--- src/rtl/rv32i_types.sv ---
// Shared RV32I encodings for the memory stage: load/store width codes and the
// data-memory handshake FSM state type.
package rv32i_types;

   typedef enum logic [2:0] {
      lb  = 3'b000,
      lh  = 3'b001,
      lw  = 3'b010,
      lbu = 3'b100,
      lhu = 3'b101
   } load_funct3_t;

   typedef enum logic [2:0] {
      sb = 3'b000,
      sh = 3'b001,
      sw = 3'b010
   } store_funct3_t;

   // Plain vector constants keep the state encoding visible to legacy tools.
   typedef logic [1:0] dmem_state_t;
   localparam dmem_state_t DMEM_IDLE = 2'd0;
   localparam dmem_state_t DMEM_BUSY = 2'd1;
   localparam dmem_state_t DMEM_DONE = 2'd2;

endpackage

--- src/rtl/dmem_align.sv ---
// Combinational lane logic for the memory stage: store mask/shift, load shift/extend
// and, when DMEM_MISALIGN_TRAP_EN is defined, misaligned-access detection.
module dmem_align
   import rv32i_types::*;
(
   input  logic        is_store_i,
   input  logic [2:0]  req_funct3_i,
   input  logic [1:0]  req_off_i,
   input  logic [31:0] req_wdata_i,
   output logic [3:0]  wmask_o,
   output logic [31:0] wdata_o,
   output logic        misalign_o,
   input  logic [2:0]  ld_funct3_i,
   input  logic [1:0]  ld_off_i,
   input  logic [31:0] rdata_i,
   output logic [31:0] load_data_o
);

   logic [31:0] raw;

   // Lanes shifted past byte 3 are simply dropped, giving truncated partial writes.
   always_comb begin
      wmask_o = 4'b0000;
      if (is_store_i) begin
         case (store_funct3_t'(req_funct3_i))
            sb:      wmask_o = 4'b0001 << req_off_i;
            sh:      wmask_o = 4'b0011 << req_off_i;
            sw:      wmask_o = 4'b1111;
            default: wmask_o = 4'b0000;
         endcase
      end
   end

   assign wdata_o = is_store_i ? (req_wdata_i << {req_off_i, 3'b000}) : 32'd0;

   assign raw = rdata_i >> {ld_off_i, 3'b000};

   always_comb begin
      load_data_o = raw;
      case (load_funct3_t'(ld_funct3_i))
         lb:      load_data_o = {{24{raw[7]}}, raw[7:0]};
         lh:      load_data_o = {{16{raw[15]}}, raw[15:0]};
         lw:      load_data_o = raw;
         lbu:     load_data_o = {24'd0, raw[7:0]};
         lhu:     load_data_o = {16'd0, raw[15:0]};
         default: load_data_o = raw;
      endcase
   end

`ifdef DMEM_MISALIGN_TRAP_EN
   always_comb begin
      misalign_o = 1'b0;
      if (is_store_i) begin
         case (store_funct3_t'(req_funct3_i))
            sh:      misalign_o = req_off_i[0];
            sw:      misalign_o = |req_off_i;
            default: misalign_o = 1'b0;
         endcase
      end else begin
         case (load_funct3_t'(req_funct3_i))
            lh, lhu: misalign_o = req_off_i[0];
            lw:      misalign_o = |req_off_i;
            default: misalign_o = 1'b0;
         endcase
      end
   end
`else
   assign misalign_o = 1'b0;
`endif

endmodule

--- src/rtl/dmem_interface.sv ---
// Memory-stage data-memory handshake: IDLE/BUSY/DONE FSM, request latching and
// load result register. Misalign trapping is enabled by DMEM_MISALIGN_TRAP_EN.
module dmem_interface
   import rv32i_types::*;
(
   input  logic        clk,
   input  logic        rst,
   input  logic        dmem_read,
   input  logic        dmem_write,
   input  logic [2:0]  funct3,
   input  logic [31:0] addr,
   input  logic [31:0] wdata,
   output logic [31:0] mem_address,
   output logic        mem_read,
   output logic        mem_write,
   output logic [3:0]  mem_wmask,
   output logic [31:0] mem_wdata,
   input  logic [31:0] mem_rdata,
   input  logic        mem_resp,
   output logic        stall,
   output logic [31:0] load_data,
   output logic        misaligned
);

   dmem_state_t state_q, state_d;
   logic [31:0] addr_q, addr_d;
   logic        rd_q, rd_d;
   logic        wr_q, wr_d;
   logic [3:0]  wmask_q, wmask_d;
   logic [31:0] wdata_q, wdata_d;
   logic [2:0]  funct3_q, funct3_d;
   logic [1:0]  off_q, off_d;
   logic [31:0] load_data_q, load_data_d;
   logic        misaligned_q, misaligned_d;

   logic        req;
   logic        busy;
   logic [3:0]  st_mask;
   logic [31:0] st_wdata;
   logic        mis_det;
   logic [31:0] ld_ext;

   assign req  = dmem_read | dmem_write;
   assign busy = (state_q == DMEM_BUSY);

   // Store lanes come from the live request; load extension uses the latched width/offset.
   dmem_align u_align (
      .is_store_i   (dmem_write),
      .req_funct3_i (funct3),
      .req_off_i    (addr[1:0]),
      .req_wdata_i  (wdata),
      .wmask_o      (st_mask),
      .wdata_o      (st_wdata),
      .misalign_o   (mis_det),
      .ld_funct3_i  (funct3_q),
      .ld_off_i     (off_q),
      .rdata_i      (mem_rdata),
      .load_data_o  (ld_ext)
   );

   always_comb begin
      state_d      = state_q;
      addr_d       = addr_q;
      rd_d         = rd_q;
      wr_d         = wr_q;
      wmask_d      = wmask_q;
      wdata_d      = wdata_q;
      funct3_d     = funct3_q;
      off_d        = off_q;
      load_data_d  = load_data_q;
      misaligned_d = misaligned_q;
      case (state_q)
         DMEM_IDLE: begin
            if (req) begin
               if (mis_det) begin
                  state_d      = DMEM_DONE;
                  misaligned_d = 1'b1;
               end else begin
                  state_d  = DMEM_BUSY;
                  addr_d   = {addr[31:2], 2'b00};
                  rd_d     = dmem_read & ~dmem_write;
                  wr_d     = dmem_write;
                  wmask_d  = st_mask;
                  wdata_d  = st_wdata;
                  funct3_d = funct3;
                  off_d    = addr[1:0];
               end
            end
         end
         DMEM_BUSY: begin
            if (mem_resp) begin
               state_d = DMEM_DONE;
               if (rd_q) begin
                  load_data_d = ld_ext;
               end
            end
         end
         DMEM_DONE: begin
            // The stage's inputs still show the finished instruction here; never re-accept.
            state_d      = DMEM_IDLE;
            misaligned_d = 1'b0;
            rd_d         = 1'b0;
            wr_d         = 1'b0;
         end
         default: begin
            state_d = DMEM_IDLE;
         end
      endcase
   end

   always_ff @(posedge clk or posedge rst) begin
      if (rst) begin
         state_q      <= DMEM_IDLE;
         addr_q       <= 32'd0;
         rd_q         <= 1'b0;
         wr_q         <= 1'b0;
         wmask_q      <= 4'd0;
         wdata_q      <= 32'd0;
         funct3_q     <= 3'd0;
         off_q        <= 2'd0;
         load_data_q  <= 32'd0;
         misaligned_q <= 1'b0;
      end else begin
         state_q      <= state_d;
         addr_q       <= addr_d;
         rd_q         <= rd_d;
         wr_q         <= wr_d;
         wmask_q      <= wmask_d;
         wdata_q      <= wdata_d;
         funct3_q     <= funct3_d;
         off_q        <= off_d;
         load_data_q  <= load_data_d;
         misaligned_q <= misaligned_d;
      end
   end

   assign mem_read    = busy & rd_q;
   assign mem_write   = busy & wr_q;
   assign mem_address = busy ? addr_q  : 32'd0;
   assign mem_wmask   = busy ? wmask_q : 4'd0;
   assign mem_wdata   = busy ? wdata_q : 32'd0;
   assign stall       = ((state_q == DMEM_IDLE) & req) | busy;
   assign load_data   = load_data_q;
   assign misaligned  = misaligned_q;

endmodule

--- config.mk ---
export PLATFORM = sky130hd
export DESIGN_NAME = dmem_interface
export DESIGN_NICKNAME = d
export VERILOG_FILES = /design/src/rtl/rv32i_types.sv /design/src/rtl/dmem_align.sv /design/src/rtl/dmem_interface.sv
export SDC_FILE = /design/constraint.sdc
export NUM_CORES = 1
export LEC_CHECK = 0
export CAP_MARGIN = 5
export CORE_MARGIN = 5
export CORE_UTILIZATION = 35
export DETAILED_ROUTE_END_ITERATION = 6
export PLACE_DENSITY = 0.71
export SETUP_SLACK_MARGIN = 0.5
export SLEW_MARGIN = 20
export SYNTH_ARGS = -nofsm -noshare
export SYNTH_HDL_FRONTEND = slang
export SYNTH_SLANG_ARGS = --single-unit
--- constraint.sdc ---
create_clock -name clk -period 6.2 [get_ports clk]
set_input_delay 0.62 -clock clk [delete_from_list [all_inputs] [get_ports clk]]
set_output_delay 0.62 -clock clk [all_outputs]
set_load 0.02 [all_outputs]
==> results.sh <==
export IMPL_run_status="complete, no violations"
export IMPL_postSynth_asyncResetShare=1.000
export IMPL_detailedRoute_firstPassIterationCount=5
export IMPL_critical_path_startpoint="state_q[0]$_DFFE_PP0P_"
export IMPL_grt_start_max_net_pins=73
export IMPL_yosys_cell_count_top_type="sky130_fd_sc_hd__dfrtp_1"
export IMPL_boundaryPins=208
export IMPL_dieArea_sq_mm=0.01838
export IMPL_minimum_period_implied_by_the_final_worst_setup_slack_ns=3.312
export IMPL_routedLengthMet1_um=7413
export IMPL_first_global_vias=4931
export IMPL_maxClockFrequency_mhz=301.9
export IMPL_cts_num_sinks=107
export IMPL_finalWeightedCongestion=0.8983
export IMPL_post_route_period_util=0.5342
export IMPL_antenna_cells=0
export IMPL_cts_tree="built"
export IMPL_drcViolationCount=0
export IMPL_postCtsSetupRepairBufs=0
export IMPL_clk_transition_reported_paths_ns=0.07
export IMPL_gr_total_overflow=0
export IMPL_ff2ff_path_depth=4
export IMPL_synth_largest_type_area_fraction=0.4852
export IMPL_holdWs_ns=0.4788
export IMPL_clk_insertion_delay_late_ns=0.35
export IMPL_synth_cells=542
export IMPL_track_usage=0.1835
export IMPL_cp_slowest_cell="sky130_fd_sc_hd__and2b_2"
export IMPL_route_final_wire_length_um=16830
export IMPL_wire_length_per_cell_after_detailed_routing_um=17.90
export IMPL_reg2reg_from="state_q[0]$_DFFE_PP0P_"
export IMPL_postCtsResizedCells=0
export IMPL_post_placement_setup_slack_ns=3.227
export IMPL_postPlaceCellArea_sq_mm=0.007665
export IMPL_hold_buffers_post_cts=0
export IMPL_die_h_um=135.6
export IMPL_num_vias=4737
export IMPL_top_layer="met5"
export IMPL_fin_area_sq_mm=0.007995
export IMPL_place_detailed_hpwl_um=12210
export IMPL_end_kind="output pin"
export IMPL_crit_cells=3
export IMPL_worstSetupStartpointType="flip-flop"
export IMPL_final_setup_viol_count=0
export IMPL_postSynth_topFlopCell="sky130_fd_sc_hd__dfrtp_1"
export IMPL_crit_path_max_incr_delay_ns=0.89
export IMPL_postSynthRegisterBits=107
export IMPL_cellLeakagePower_nw=3.400
export IMPL_report_final_hold_viol_count=0
export IMPL_core_area_sq_mm=0.01566
export IMPL_crit_type="flip-flop to output pin"
export IMPL_numCtsBuffers=9
export IMPL_floorplan_initialDensity=0.3525
export IMPL_synth_warning_count=0
export IMPL_grt_first_pass_wirelength_um=26770
export IMPL_crit_required_ns=5.58
export IMPL_max_clock_path_buffers=2
export IMPL_hold_path_depth=2
export IMPL_max_slew_worst_pin_slew_ns=1.027
export IMPL_cts_root_buffer_cell="sky130_fd_sc_hd__clkbuf_16"
export IMPL_drive_gt1_frac=0.1036
export IMPL_timing_setup_tns_ns=0
export IMPL_synthTopCellsByCount="107 x sky130_fd_sc_hd__dfrtp_1, 76 x sky130_fd_sc_hd__and2_1, 53 x sky130_fd_sc_hd__nand2_1, 43 x sky130_fd_sc_hd__mux2_2, 38 x sky130_fd_sc_hd__o21ai_0"
export IMPL_path_cells="and2b_2 > and2_1 > clkdlybuf4s50_1"
export IMPL_synth_edf_count=0
export IMPL_routed_wl_met2_um=7887
export IMPL_route_detailed_vias_per_inst=5.039
export IMPL_drt_first_iter_violations=326
export IMPL_design_power_total_w=0.003758
export IMPL_antenna_violating_nets_left=0
export IMPL_antenna_found_initial=1
export IMPL_h_tree_depth=3
export IMPL_relSlewSlack=0.3154
export IMPL_worst_endpoint_arrival_ns=2.69
export IMPL_final_nets=823
export IMPL_setup_repair_after_global_routing_missed_its_margin="false"
export IMPL_placement_rows=46
export IMPL_timing_critical_path_max_delay_family="simple AND/OR/NAND/NOR gates"
export IMPL_drv_cap=0
export IMPL_die_x_um=135.6
export IMPL_min_delay_path_class="flip-flop to flip-flop"
export IMPL_power_density_cell_area_mw_per_mm2=470.1
export IMPL_critPathBufInv=1
export IMPL_final_setup_margin_ns=2.888
export IMPL_area_growth_synth_to_final_pct=44.87
export IMPL_holdCritStartpoint="wdata_q[11]$_DFFE_PP0P_"
export IMPL_crit_path_max_fanout=70
export IMPL_portBuffers=204
export IMPL_met3WireLength_um=1277
export IMPL_maxSlewViolCount=0
export IMPL_synth_seq_area_share=0.4852
export IMPL_finalClockSkew_ns=0.01084
export IMPL_synth_area_sq_mm=0.005519
export IMPL_synth_area_per_cell_sq_um=10.18
export IMPL_vdd_drop_max_uv=202.0
export IMPL_synth_top_cells_by_area="sky130_fd_sc_hd__dfrtp_1 49%, sky130_fd_sc_hd__mux2_2 8.8%, sky130_fd_sc_hd__and2_1 8.6%, sky130_fd_sc_hd__mux2i_1 6.2%, sky130_fd_sc_hd__nand2_1 3.6%"
export IMPL_netlist_top_cell_by_area="sky130_fd_sc_hd__dfrtp_1"
export IMPL_synthDistinctLibCells=39
cells in the final DEF (no fill, tap or decap), drive strengths merged, types with 12 or more instances in the layout:
cell and count:
dfrtp 107, o21ai 39, clkdlybuf4s50 203, and2 76, nor2 31, a22o 16
mux2i 34, nor2b 12, mux2 43, nand3 30, a21oi 20, nand2 53
layer usage:
layer  up-vias  GRT usage
li1       2224          -
met1      2281     0.2482
met2       211     0.2956
met3        19    0.04383
met4         2    0.05039
met5         -          0
per-stage QoR:
stage,cells,utilization
2_1_floorplan,544,-
3_3_place_gp,924,0.4896
3_5_place_dp,924,0.4896
4_1_cts,940,0.5106
5_1_grt,940,0.5107
6_report,940,0.5107
sequential cells by signal, summed over array words and instances, names as in the netlist:
| name | count |
|---|---|
| addr_q | 30 |
| load_data | 32 |
| state_q | 2 |
| off_q | 2 |
| rd_q | 1 |
| funct3_q | 3 |
| wdata_q | 32 |
| wr_q | 1 |
| wmask_q | 4 |
kinds of logic after synthesis:
| kind of cell | share of synthesized area |
|---|---|
| simple gates | 0.2009 |
| flops | 0.4852 |
| compound gates | 0.1211 |
| mux | 0.1542 |
| buf+inv | 0.03809 |
| other cells | 0.0006795 |
cell type report:
cell class | instances | area, sq um
Clock buffer | 9 | 225.2
Multi-Input combinational cell | 392 | 2648
Tap cell | 216 | 270.3
Clock inverter | 7 | 102.6
Timing Repair Buffer | 207 | 2059
Inverter | 2 | 10.01
Sequential cell | 107 | 2680
Fill cell | 1457 | 7660
power by group:
group	switching, W	leakage (nW)	total, W	internal, W
Combinational	0.000944	1.91	0.00186	0.000921
Clock	0.000267	0.156	0.000624	0.000357
Sequential	0.000256	1.34	0.00127	0.00101
worst register-to-register path, delay by kind of cell (launching register included):
family	cells	cell delay, ns
flops	1	0.53
compound gates	2	0.46
simple gates	2	1.79
worst paths after layout:
check | end | slack [ns]
setup / recovery | mem_wmask[2] | 2.89
hold / removal | wdata_q[11]$_DFFE_PP0P_ | 0.48
setup reg to reg | load_data[8]$_DFFE_PP0P_ | 3.31
hold reg to reg | wdata_q[11]$_DFFE_PP0P_ | 0.48
max in group asynchronous | off_q[0]$_DFFE_PP0P_ | 4.26
min in group asynchronous | addr_q[12]$_DFFE_PP0P_ | 0.72
Power figures use the tool's default switching activity.
